$ cat src/rtl/ball_centroid_calc.sv
// Tracks the bounding box of run-filtered target pixels in each frame and
// publishes its centre two cycles after every frame_vsync rising edge.
module ball_centroid_calc #(
    parameter int H_ACTIVE   = 800,
    parameter int V_ACTIVE   = 480,
    parameter int RUN_MIN    = 4,
    parameter int MIN_PIXELS = 64
) (
    input  logic        clk,
    input  logic        rst,
    input  logic        frame_vsync,
    input  logic        pix_de,
    input  logic [9:0]  pix_x,
    input  logic [9:0]  pix_y,
    input  logic        pix_hit,
    output logic [9:0]  x_pos,
    output logic [9:0]  y_pos,
    output logic        coor_valid_flag,
    output logic        obj_found,
    output logic [18:0] hit_count
);
    localparam logic [10:0] H_LIM    = 11'(H_ACTIVE);
    localparam logic [10:0] V_LIM    = 11'(V_ACTIVE);
    localparam logic [3:0]  RUN_LIM  = 4'(RUN_MIN);
    localparam logic [9:0]  RUN_BACK = 10'(RUN_MIN - 1);
    localparam logic [18:0] MIN_CNT  = 19'(MIN_PIXELS);
    localparam logic [9:0]  X_RST    = 10'(H_ACTIVE / 2);
    localparam logic [9:0]  Y_RST    = 10'(V_ACTIVE / 2);
    localparam logic [9:0]  MIN_CLR  = 10'd1023;

    typedef enum logic [1:0] {IDLE, ACCUM, CALC} state_t;

    state_t      state_q, state_d;
    logic        vsync_q, vsync_d;
    logic [3:0]  run_q, run_d;
    logic [9:0]  xmin_q, xmin_d, xmax_q, xmax_d;
    logic [9:0]  ymin_q, ymin_d, ymax_q, ymax_d;
    logic [18:0] acc_cnt_q, acc_cnt_d;
    logic [9:0]  snap_xmin_q, snap_xmin_d, snap_xmax_q, snap_xmax_d;
    logic [9:0]  snap_ymin_q, snap_ymin_d, snap_ymax_q, snap_ymax_d;
    logic [18:0] snap_cnt_q, snap_cnt_d;
    logic [9:0]  x_pos_q, x_pos_d, y_pos_q, y_pos_d;
    logic        coor_valid_q, coor_valid_d;
    logic        obj_found_q, obj_found_d;
    logic [18:0] hit_count_q, hit_count_d;

    logic        frame_edge, qual_hit, run_reach, run_more, clear_acc;
    logic [9:0]  run_start;
    logic [19:0] cnt_sum;
    logic [10:0] x_sum, y_sum;

    assign frame_edge = frame_vsync & ~vsync_q;
    assign qual_hit   = pix_de & ~frame_vsync & pix_hit
                      & ({1'b0, pix_x} < H_LIM) & ({1'b0, pix_y} < V_LIM);
    assign run_reach  = qual_hit & (run_q == RUN_LIM - 4'd1);
    assign run_more   = qual_hit & (run_q == RUN_LIM);
    // The run is credited back to its first pixel once it proves long enough.
    assign run_start  = (pix_x >= RUN_BACK) ? pix_x - RUN_BACK : '0;
    assign cnt_sum    = {1'b0, acc_cnt_q} + (run_reach ? 20'(RUN_MIN) : 20'd1);
    assign x_sum      = {1'b0, snap_xmin_q} + {1'b0, snap_xmax_q};
    assign y_sum      = {1'b0, snap_ymin_q} + {1'b0, snap_ymax_q};

    always_comb begin
        // NOTE: every _d starts from its hold value so no path leaves it unassigned (no latches).
        state_d      = state_q;
        vsync_d      = frame_vsync;
        xmin_d       = xmin_q;
        xmax_d       = xmax_q;
        ymin_d       = ymin_q;
        ymax_d       = ymax_q;
        acc_cnt_d    = acc_cnt_q;
        snap_xmin_d  = snap_xmin_q;
        snap_xmax_d  = snap_xmax_q;
        snap_ymin_d  = snap_ymin_q;
        snap_ymax_d  = snap_ymax_q;
        snap_cnt_d   = snap_cnt_q;
        x_pos_d      = x_pos_q;
        y_pos_d      = y_pos_q;
        obj_found_d  = obj_found_q;
        hit_count_d  = hit_count_q;
        coor_valid_d = 1'b0;
        clear_acc    = 1'b0;

        if (qual_hit) run_d = (run_q == RUN_LIM) ? RUN_LIM : run_q + 4'd1;
        else          run_d = '0;

        if (run_reach) begin
            if (run_start < xmin_q) xmin_d = run_start;
            if (pix_y < ymin_q)     ymin_d = pix_y;
            if (pix_y > ymax_q)     ymax_d = pix_y;
        end
        if (run_reach | run_more) begin
            if (pix_x > xmax_q) xmax_d = pix_x;
            acc_cnt_d = cnt_sum[19] ? '1 : cnt_sum[18:0];
        end

        case (state_q)
            IDLE: begin
                if (frame_edge) begin
                    clear_acc = 1'b1;
                    state_d   = ACCUM;
                end
            end
            ACCUM: begin
                if (frame_edge) begin
                    snap_xmin_d = xmin_q;
                    snap_xmax_d = xmax_q;
                    snap_ymin_d = ymin_q;
                    snap_ymax_d = ymax_q;
                    snap_cnt_d  = acc_cnt_q;
                    clear_acc   = 1'b1;
                    state_d     = CALC;
                end
            end
            CALC: begin
                state_d     = ACCUM;
                hit_count_d = snap_cnt_q;
                obj_found_d = (snap_cnt_q >= MIN_CNT);
                if (snap_cnt_q >= MIN_CNT) begin
                    x_pos_d      = 10'(x_sum >> 1);
                    y_pos_d      = 10'(y_sum >> 1);
                    coor_valid_d = 1'b1;
                end
            end
            default: state_d = IDLE;
        endcase

        if (clear_acc) begin
            xmin_d    = MIN_CLR;
            xmax_d    = '0;
            ymin_d    = MIN_CLR;
            ymax_d    = '0;
            acc_cnt_d = '0;
        end
    end

    // NOTE: flops update with <= so every register samples pre-edge values.
    always_ff @(posedge clk or posedge rst) begin
        if (rst) begin
            state_q      <= IDLE;
            vsync_q      <= 1'b0;
            run_q        <= '0;
            xmin_q       <= MIN_CLR;
            xmax_q       <= '0;
            ymin_q       <= MIN_CLR;
            ymax_q       <= '0;
            acc_cnt_q    <= '0;
            snap_xmin_q  <= MIN_CLR;
            snap_xmax_q  <= '0;
            snap_ymin_q  <= MIN_CLR;
            snap_ymax_q  <= '0;
            snap_cnt_q   <= '0;
            x_pos_q      <= X_RST;
            y_pos_q      <= Y_RST;
            coor_valid_q <= 1'b0;
            obj_found_q  <= 1'b0;
            hit_count_q  <= '0;
        end else begin
            state_q      <= state_d;
            vsync_q      <= vsync_d;
            run_q        <= run_d;
            xmin_q       <= xmin_d;
            xmax_q       <= xmax_d;
            ymin_q       <= ymin_d;
            ymax_q       <= ymax_d;
            acc_cnt_q    <= acc_cnt_d;
            snap_xmin_q  <= snap_xmin_d;
            snap_xmax_q  <= snap_xmax_d;
            snap_ymin_q  <= snap_ymin_d;
            snap_ymax_q  <= snap_ymax_d;
            snap_cnt_q   <= snap_cnt_d;
            x_pos_q      <= x_pos_d;
            y_pos_q      <= y_pos_d;
            coor_valid_q <= coor_valid_d;
            obj_found_q  <= obj_found_d;
            hit_count_q  <= hit_count_d;
        end
    end

    assign x_pos           = x_pos_q;
    assign y_pos           = y_pos_q;
    assign coor_valid_flag = coor_valid_q;
    assign obj_found       = obj_found_q;
    assign hit_count       = hit_count_q;
endmodule

$ cat config.mk
export PLATFORM = sky130hd
export DESIGN_NAME = ball_centroid_calc
export DESIGN_NICKNAME = d
export VERILOG_FILES = /design/src/rtl/ball_centroid_calc.sv
export SDC_FILE = /design/constraint.sdc
export NUM_CORES = 1
export LEC_CHECK = 0
export CORE_MARGIN = 1.5
export CORE_UTILIZATION = 37
export CTS_BUF_LIST = sky130_fd_sc_hd__clkbuf_8 sky130_fd_sc_hd__clkbuf_16
export DETAILED_ROUTE_END_ITERATION = 16
export DONT_BUFFER_PORTS = 1
export HOLD_SLACK_MARGIN = 0.1
export PLACE_DENSITY = 0.51
export RECOVER_POWER = 25
export SLEW_MARGIN = 20
export SYNTH_ARGS = -nofsm -noshare
export SYNTH_HDL_FRONTEND = slang
export SYNTH_SLANG_ARGS = --single-unit
export TNS_END_PERCENT = 5
$ cat constraint.sdc
create_clock -name clk -period 9.1 [get_ports clk]
set_input_delay 0.91 -clock clk [delete_from_list [all_inputs] [get_ports clk]]
set_output_delay 0.91 -clock clk [all_outputs]
set_load 0.01 [all_outputs]
==> impl_metrics.py, run 1 <==
metrics = {
    "timing": {
        "clock.fmax_mhz": 256,
        "fin_skew_ps": 11.5,
        "fin_crit_ps": 3910,
        "rsz0062_at_grt": "false",
        "worst_pin_slew_ps": 4360,
        "drv_slew": 102,
        "maxSlewHeadroom": -1.92,
        "hold_viol_final": 0,
        "fin_tns_setup_ps": 0,
        "finalHoldWorstSlack_ps": 483,
        "fin_ws_ps": 5190,
        "finalSetupViolCount": 0,
        "post-route-period-util": 0.430,
    },
    "worst_setup_path": {
        "crit_type": "in2async",
        "cp_cell_sequence": "clkinvlp_2 -> buf_4",
        "cp-end-kind": "async pin",
        "cpLargestDelayFamily": "buffers and inverters",
        "cp_slowest_stage_delay_ps": 2410,
        "required_ps": 9560,
        "critical-path-slowest-cell": "clkinvlp_2",
        "cp-start-kind": "primary input",
        "crit_fanout": 101,
        "path_buf_inv": 2,
        "cp.arrival_ps": 4370,
    },
    "detailed_routing": {
        "wl_per_cell_um": 17.3,
        "dr.pass1.iters": 5,
        "wl_um": 19300,
        "dr.first_iter.drc_count": 358,
        "num_vias": 5849,
        "drcViolationCount": 0,
        "detail_route.vias_per_cell": 5.22,
        "drtAntennaViolNets": 0,
    },
    "placement": {
        "post-place-cells": 1088,
        "numPortBuffers": 0,
        "dp_hpwl_um": 13800,
        "pre_cts_ws_ps": 4980,
        "place_congestion": 0.842,
        "dpl-instance-area_um2": 9060,
    },
    "global_route": {
        "grt_overflow": 0,
        "first_global_vias": 5976,
        "grt_pass1_wl_um": 31800,
        "grtUsageTotal": 0.168,
        "antenna_found_initial": 0,
        "grt_max_degree": 102,
    },
    "floorplanning": {
        "die_h_um": 157,
        "io_pins": 66,
        "dieArea_um2": 24500,
        "initial_core_util": 0.374,
        "die_x_um": 157,
        "rows": 56,
        "coreArea_um2": 23300,
    },
    "pwr": {
        "max-vdd-ir-drop_uv": 90.9,
        "cellLeakagePower_nw": 4.37,
        "powerDensity_nw_per_um2": 165,
    },
    "yosys": {
        "synthCells": 791,
        "syn_nets": 880,
        "synth_flop_cell": "dfrtp_1",
        "yosysTopAreaCell": "dfrtp_1",
        "ys_top_cells_by_area": "dfrtp_1 34%, dfstp_2 14%, mux2_2 12%, ha_1 8.9%, o21ai_0 2.6%",
        "async_flop_share": 1.00,
        "synth_top_area_frac": 0.341,
        "synth.most_common_cell": "dfrtp_1",
        "ys_seq_elements": 166,
        "avgSynthCellArea_um2": 11.0,
        "synth_edf_count": 0,
        "synth.distinct_cells": 60,
        "syn-cell-area_um2": 8730,
        "ys_top_cells_by_count": "119 x dfrtp_1, 94 x mux2_2, 62 x ha_1",
        "synth_warnings": 0,
        "seq_area_frac_synth": 0.482,
    },
    "final_layout": {
        "drive_above_1_share": 0.246,
        "fill_cells": 2240,
        "fin_cells": 1120,
        "area_growth_syn_to_layout_pct": 10.1,
        "num_antenna_cells": 0,
        "nNetsFinal": 877,
        "design_area_um2": 9620,
    },
    "clock_tree": {
        "post_cts_buffers": 0,
        "clkSlewWorstSetupHoldPaths_ps": 60,
        "cts_root_buffer": "clkbuf_16",
        "cts_tree": "built",
        "cts_resized": 0,
        "h-tree-depth": 4,
        "cts_buffer_depth": 2,
        "cts_sinks": 166,
        "ctsHoldBuffers": 0,
        "clk_latency_ps": 440,
        "cts_buffers": 17,
    },
    "flow_run": {
        "cap_violations": 1,
    },
    "run_status": {
        "status": "finished, violations left",
        "violations": "max-capacitance violations, max-slew violations",
    },
    "min_path": {
        "min_path_type": "reg2reg",
    },
}
## final timing paths
path | startpoint | endpoint | slack (ps) | depth (start not counted)
max | rst | acc_cnt_q[1]$_DFFE_PP0P_ | 5190 | 2
max reg2reg | run_q[0]$_DFF_PP0_ | acc_cnt_q[16]$_DFFE_PP0P_ | 5870 | 10
min reg2reg | state_q[0]$_DFFE_PP0P_ | state_q[0]$_DFFE_PP0P_ | 480 | 1
max in group clk | pix_x[4] | xmin_q[7]$_DFFE_PP1P_ | 5420 | 12
min | state_q[0]$_DFFE_PP0P_ | state_q[0]$_DFFE_PP0P_ | 480 | 1
min in group asynchronous | rst | y_pos[0]$_DFFE_PP0P_ | 1670 | 1
## layout by cell type, fill, tap and decap left out, types with 3 or more instances in the layout
master	count
a211oi_1	5
a21o_1	5
a21oi_1	34
a31o_2	3
a31oi_1	16
and4_1	9
buf_4	5
clkbuf_16	17
clkinv_2	3
dfrtp_1	119
dfstp_2	47
ha_1	62
inv_1	58
inv_6	5
mux2_2	94
mux2i_1	4
nand2_1	48
nand2b_1	5
nand3_1	9
nand4_1	8
nor2_1	58
nor2b_1	10
nor3_1	21
o211ai_1	24
o21a_1	9
o21ai_0	46
or3_1	3
xnor2_1	12
xor2_1	11
## sequential cells by signal (all words and copies together), names as in the netlist
name / cells
x_pos: 10
acc_cnt_q: 19
snap_xmin_q: 10
state_q: 2
xmax_q: 10
run_q: 4
ymin_q: 10
snap_xmax_q: 10
snap_ymax_q: 10
obj_found: 1
xmin_q: 10
vsync_q: 1
coor_valid_flag: 1
snap_cnt_q: 19
hit_count: 19
y_pos: 10
ymax_q: 10
snap_ymin_q: 10
## stage by stage
stage / total power [W] / utilization
CTS: 0.00161 / 0.412
detailed placement: 0.000911 / 0.389
global placement: 0.000906 / 0.388
finish: 0.00159 / 0.412
global route: 0.00166 / 0.412
floorplan: 0.000879 / -
## cell families after synthesis
| group | synth area share |
|---|---|
| AO/OA/AOI/OAI | 0.125 |
| XOR/XNOR | 0.0231 |
| adder cells (fa/ha/maj) | 0.0934 |
| buffers and inverters | 0.0401 |
| flip-flops | 0.482 |
| multiplexers | 0.126 |
| AND/OR/NAND/NOR | 0.110 |
## layer usage
metal  vias up  track usage  wire (µm)
met5         -            0          0
met4         0       0.0562        340
met3        25       0.0504       1060
met2       131        0.277       9220
met1      2855        0.210       8720
li1       2838            -          -
## final cells by class
cell class / count / area [µm²] / area share
sequential: 166 / 4210 / 0.438
multi-input combinational: 539 / 4180 / 0.435
clock buffer: 17 / 425 / 0.0442
tap: 319 / 399 / 0.0415
inverter: 58 / 219 / 0.0228
clock inverter: 15 / 131 / 0.0137
timing repair buffer: 6 / 48.8 / 0.00507
## report_power, final
part | switching [W] | internal [W]
clock | 0.000312 | 0.000379
combinational | 0.0000808 | 0.0000514
sequential | 0.00000766 | 0.000756
total | 0.000400 | 0.00119
(Power assumes the default switching activity.)
==> inputs of run 2 (changes only) <==
==> constraint.sdc (replaced) <==
create_clock -name clk -period 3.6 [get_ports clk]
set_input_delay 0.36 -clock clk [delete_from_list [all_inputs] [get_ports clk]]
set_output_delay 0.36 -clock clk [all_outputs]
set_load 0.01 [all_outputs]
==> run 2 against run 1 <==
Sequential power rose to 2.5 times the previous value. Worst setup slack worse by 4300 ps. Sequential cell count unchanged. Routed wire length up 1.7%. Largest cell class unchanged. Critical path depth up 9. Highest routed layer unchanged. Power rose to 2.7 times the previous value. The run still ends with max-capacitance violations, max-slew violations left. Critical path type is now in2reg.
==> impl_metrics.py, run 2 (synthesis gave the netlist of run 1 again) <==
metrics = {
    "run_status": {
        "status": "finished, violations left",
        "violations": "max-capacitance violations, max-slew violations",
    },
    "detailed_routing": {
        "detail_route.vias_per_cell": 5.13,
        "dr.first_iter.drc_count": 368,
        "dr.pass1.iters": 4,
        "wl_per_cell_um": 17.1,
        "drcViolationCount": 0,
        "wl_um": 19700,
        "num_vias": 5898,
        "drtAntennaViolNets": 0,
    },
    "final_layout": {
        "drive_above_1_share": 0.246,
        "design_area_um2": 9950,
        "final_common_cell": "dfrtp_1",
        "area_growth_syn_to_layout_pct": 14.0,
        "nNetsFinal": 906,
        "finish.utilization": 0.427,
        "num_antenna_cells": 0,
        "fill_cells": 2218,
        "mostFrequentLayoutCells": "119 x dfrtp_1, 94 x mux2_2, 62 x ha_1",
    },
    "worst_setup_path": {
        "r2r_slack_ps": 860,
        "cpLargestDelayFamily": "compound AO/OA/AOI/OAI gates",
        "r2r_end": "acc_cnt_q[16]$_DFFE_PP0P_",
        "cp.depth": 11,
        "cp-start-kind": "primary input",
        "required_ps": 3950,
        "crit_type": "in2reg",
        "cp_slowest_stage_delay_ps": 390,
        "cp_cell_sequence": "or3_1 -> a21oi_1 -> nor4bb_1 -> mux2_2 -> ha_1 -> nand4_1 -> nor2_1 -> a2111oi_2 -> o211ai_1 -> buf_4 -> a211o_1",
        "crit_fanout": 20,
        "setup.worst_path.start": "pix_x[4]",
        "cp.arrival_ps": 3110,
        "cp-end-kind": "flip-flop",
        "worstReg2RegStart": "run_q[0]$_DFF_PP0_",
        "path_buf_inv": 1,
        "reg2reg_depth": 12,
        "cp-endpoint": "xmin_q[7]$_DFFE_PP1P_",
        "critical-path-slowest-cell": "mux2_2",
    },
    "placement": {
        "dp_hpwl_um": 14100,
        "numPortBuffers": 0,
        "pre_cts_ws_ps": 428,
        "place_congestion": 0.842,
        "dpl-instance-area_um2": 9140,
    },
    "timing": {
        "hold_viol_final": 0,
        "fin_ws_ps": 847,
        "fin_crit_ps": 2750,
        "fin_skew_ps": 11.8,
        "clock.fmax_mhz": 363,
        "worst_pin_slew_ps": 1920,
        "finalHoldWorstSlack_ps": 106,
        "finalSetupViolCount": 0,
        "rsz0062_at_grt": "false",
        "drv_slew": 157,
        "maxSlewHeadroom": -0.278,
        "fin_tns_setup_ps": 0,
        "post-route-period-util": 0.765,
    },
    "clock_tree": {
        "cts_root_buffer": "clkbuf_16",
        "cts_buffers": 17,
        "clk_latency_ps": 420,
        "cts_buffer_depth": 2,
        "ctsHoldBuffers": 21,
        "cts_resized": 0,
        "cts_sinks": 166,
        "post_cts_buffers": 0,
        "h-tree-depth": 4,
        "cts_tree": "built",
        "clkSlewWorstSetupHoldPaths_ps": 60,
    },
    "floorplanning": {
        "io_pins": 66,
        "dieArea_um2": 24500,
        "rows": 56,
        "die_h_um": 157,
        "die_x_um": 157,
        "coreArea_um2": 23300,
        "initial_core_util": 0.374,
    },
    "pwr": {
        "max-vdd-ir-drop_uv": 216,
        "powerDensity_nw_per_um2": 426,
        "cellLeakagePower_nw": 4.52,
    },
    "global_route": {
        "first_global_vias": 6199,
        "grtUsageTotal": 0.172,
        "antenna_found_initial": 0,
        "grt_overflow": 0,
        "grt_max_degree": 79,
        "grt_pass1_wl_um": 32700,
    },
    "flow_run": {
        "cap_violations": 2,
    },
    "min_path": {
        "worstHoldStart": "pix_y[7]",
        "min_path_type": "in2reg",
    },
}
[run 2: cell count changes in the layout (fill, tap and decap cells not counted), moves of 3 or more]
cell	delta
dlygate4sd3_1	+21
buf_4	+7
inv_6	-4
bufinv_16	+3
[run 2: report_power, final]
part           switching, W  internal, W
Combinational      0.000218     0.000148
Sequential        0.0000201      0.00191
Clock              0.000745      0.00120
Total              0.000983      0.00326
[run 2: worst min path at each step]
stage | endpoint | slack, ps | cells past startpoint
global route | ymin_q[1]$_DFFE_PP1P_ | 110 | 2
detailed placement | x_pos[1]$_DFFE_PP0P_ | 210 | 1
finish | ymin_q[7]$_DFFE_PP1P_ | 110 | 2
global placement | x_pos[1]$_DFFE_PP0P_ | 210 | 1
floorplan | vsync_q$_DFF_PP0_ | 390 | 0
CTS | ymin_q[7]$_DFFE_PP1P_ | 100 | 2
[run 2: stage by stage]
step                total power [W]  cells
finish                      0.00424   1149
global route                0.00442   1149
CTS                         0.00431   1149
detailed placement          0.00232   1096
global placement            0.00231   1096
floorplan                   0.00222    791
[run 2: area by class of cell]
type	instances	area, µm²	area share
Tap cell	319	399	0.0401
Inverter	58	219	0.0220
Timing Repair Buffer	35	310	0.0312
Clock buffer	19	453	0.0455
Sequential cell	166	4210	0.423
Multi-Input combinational cell	539	4180	0.420
Clock inverter	13	183	0.0184
[run 2: metal layers]
layer | share of wire | vias up | track usage
met2 | 0.49 | 94 | 0.289
li1 | - | 2888 | -
met5 | 0 | - | 0
met4 | 0.020 | 0 | 0.0567
met3 | 0.041 | 21 | 0.0435
met1 | 0.45 | 2895 | 0.216
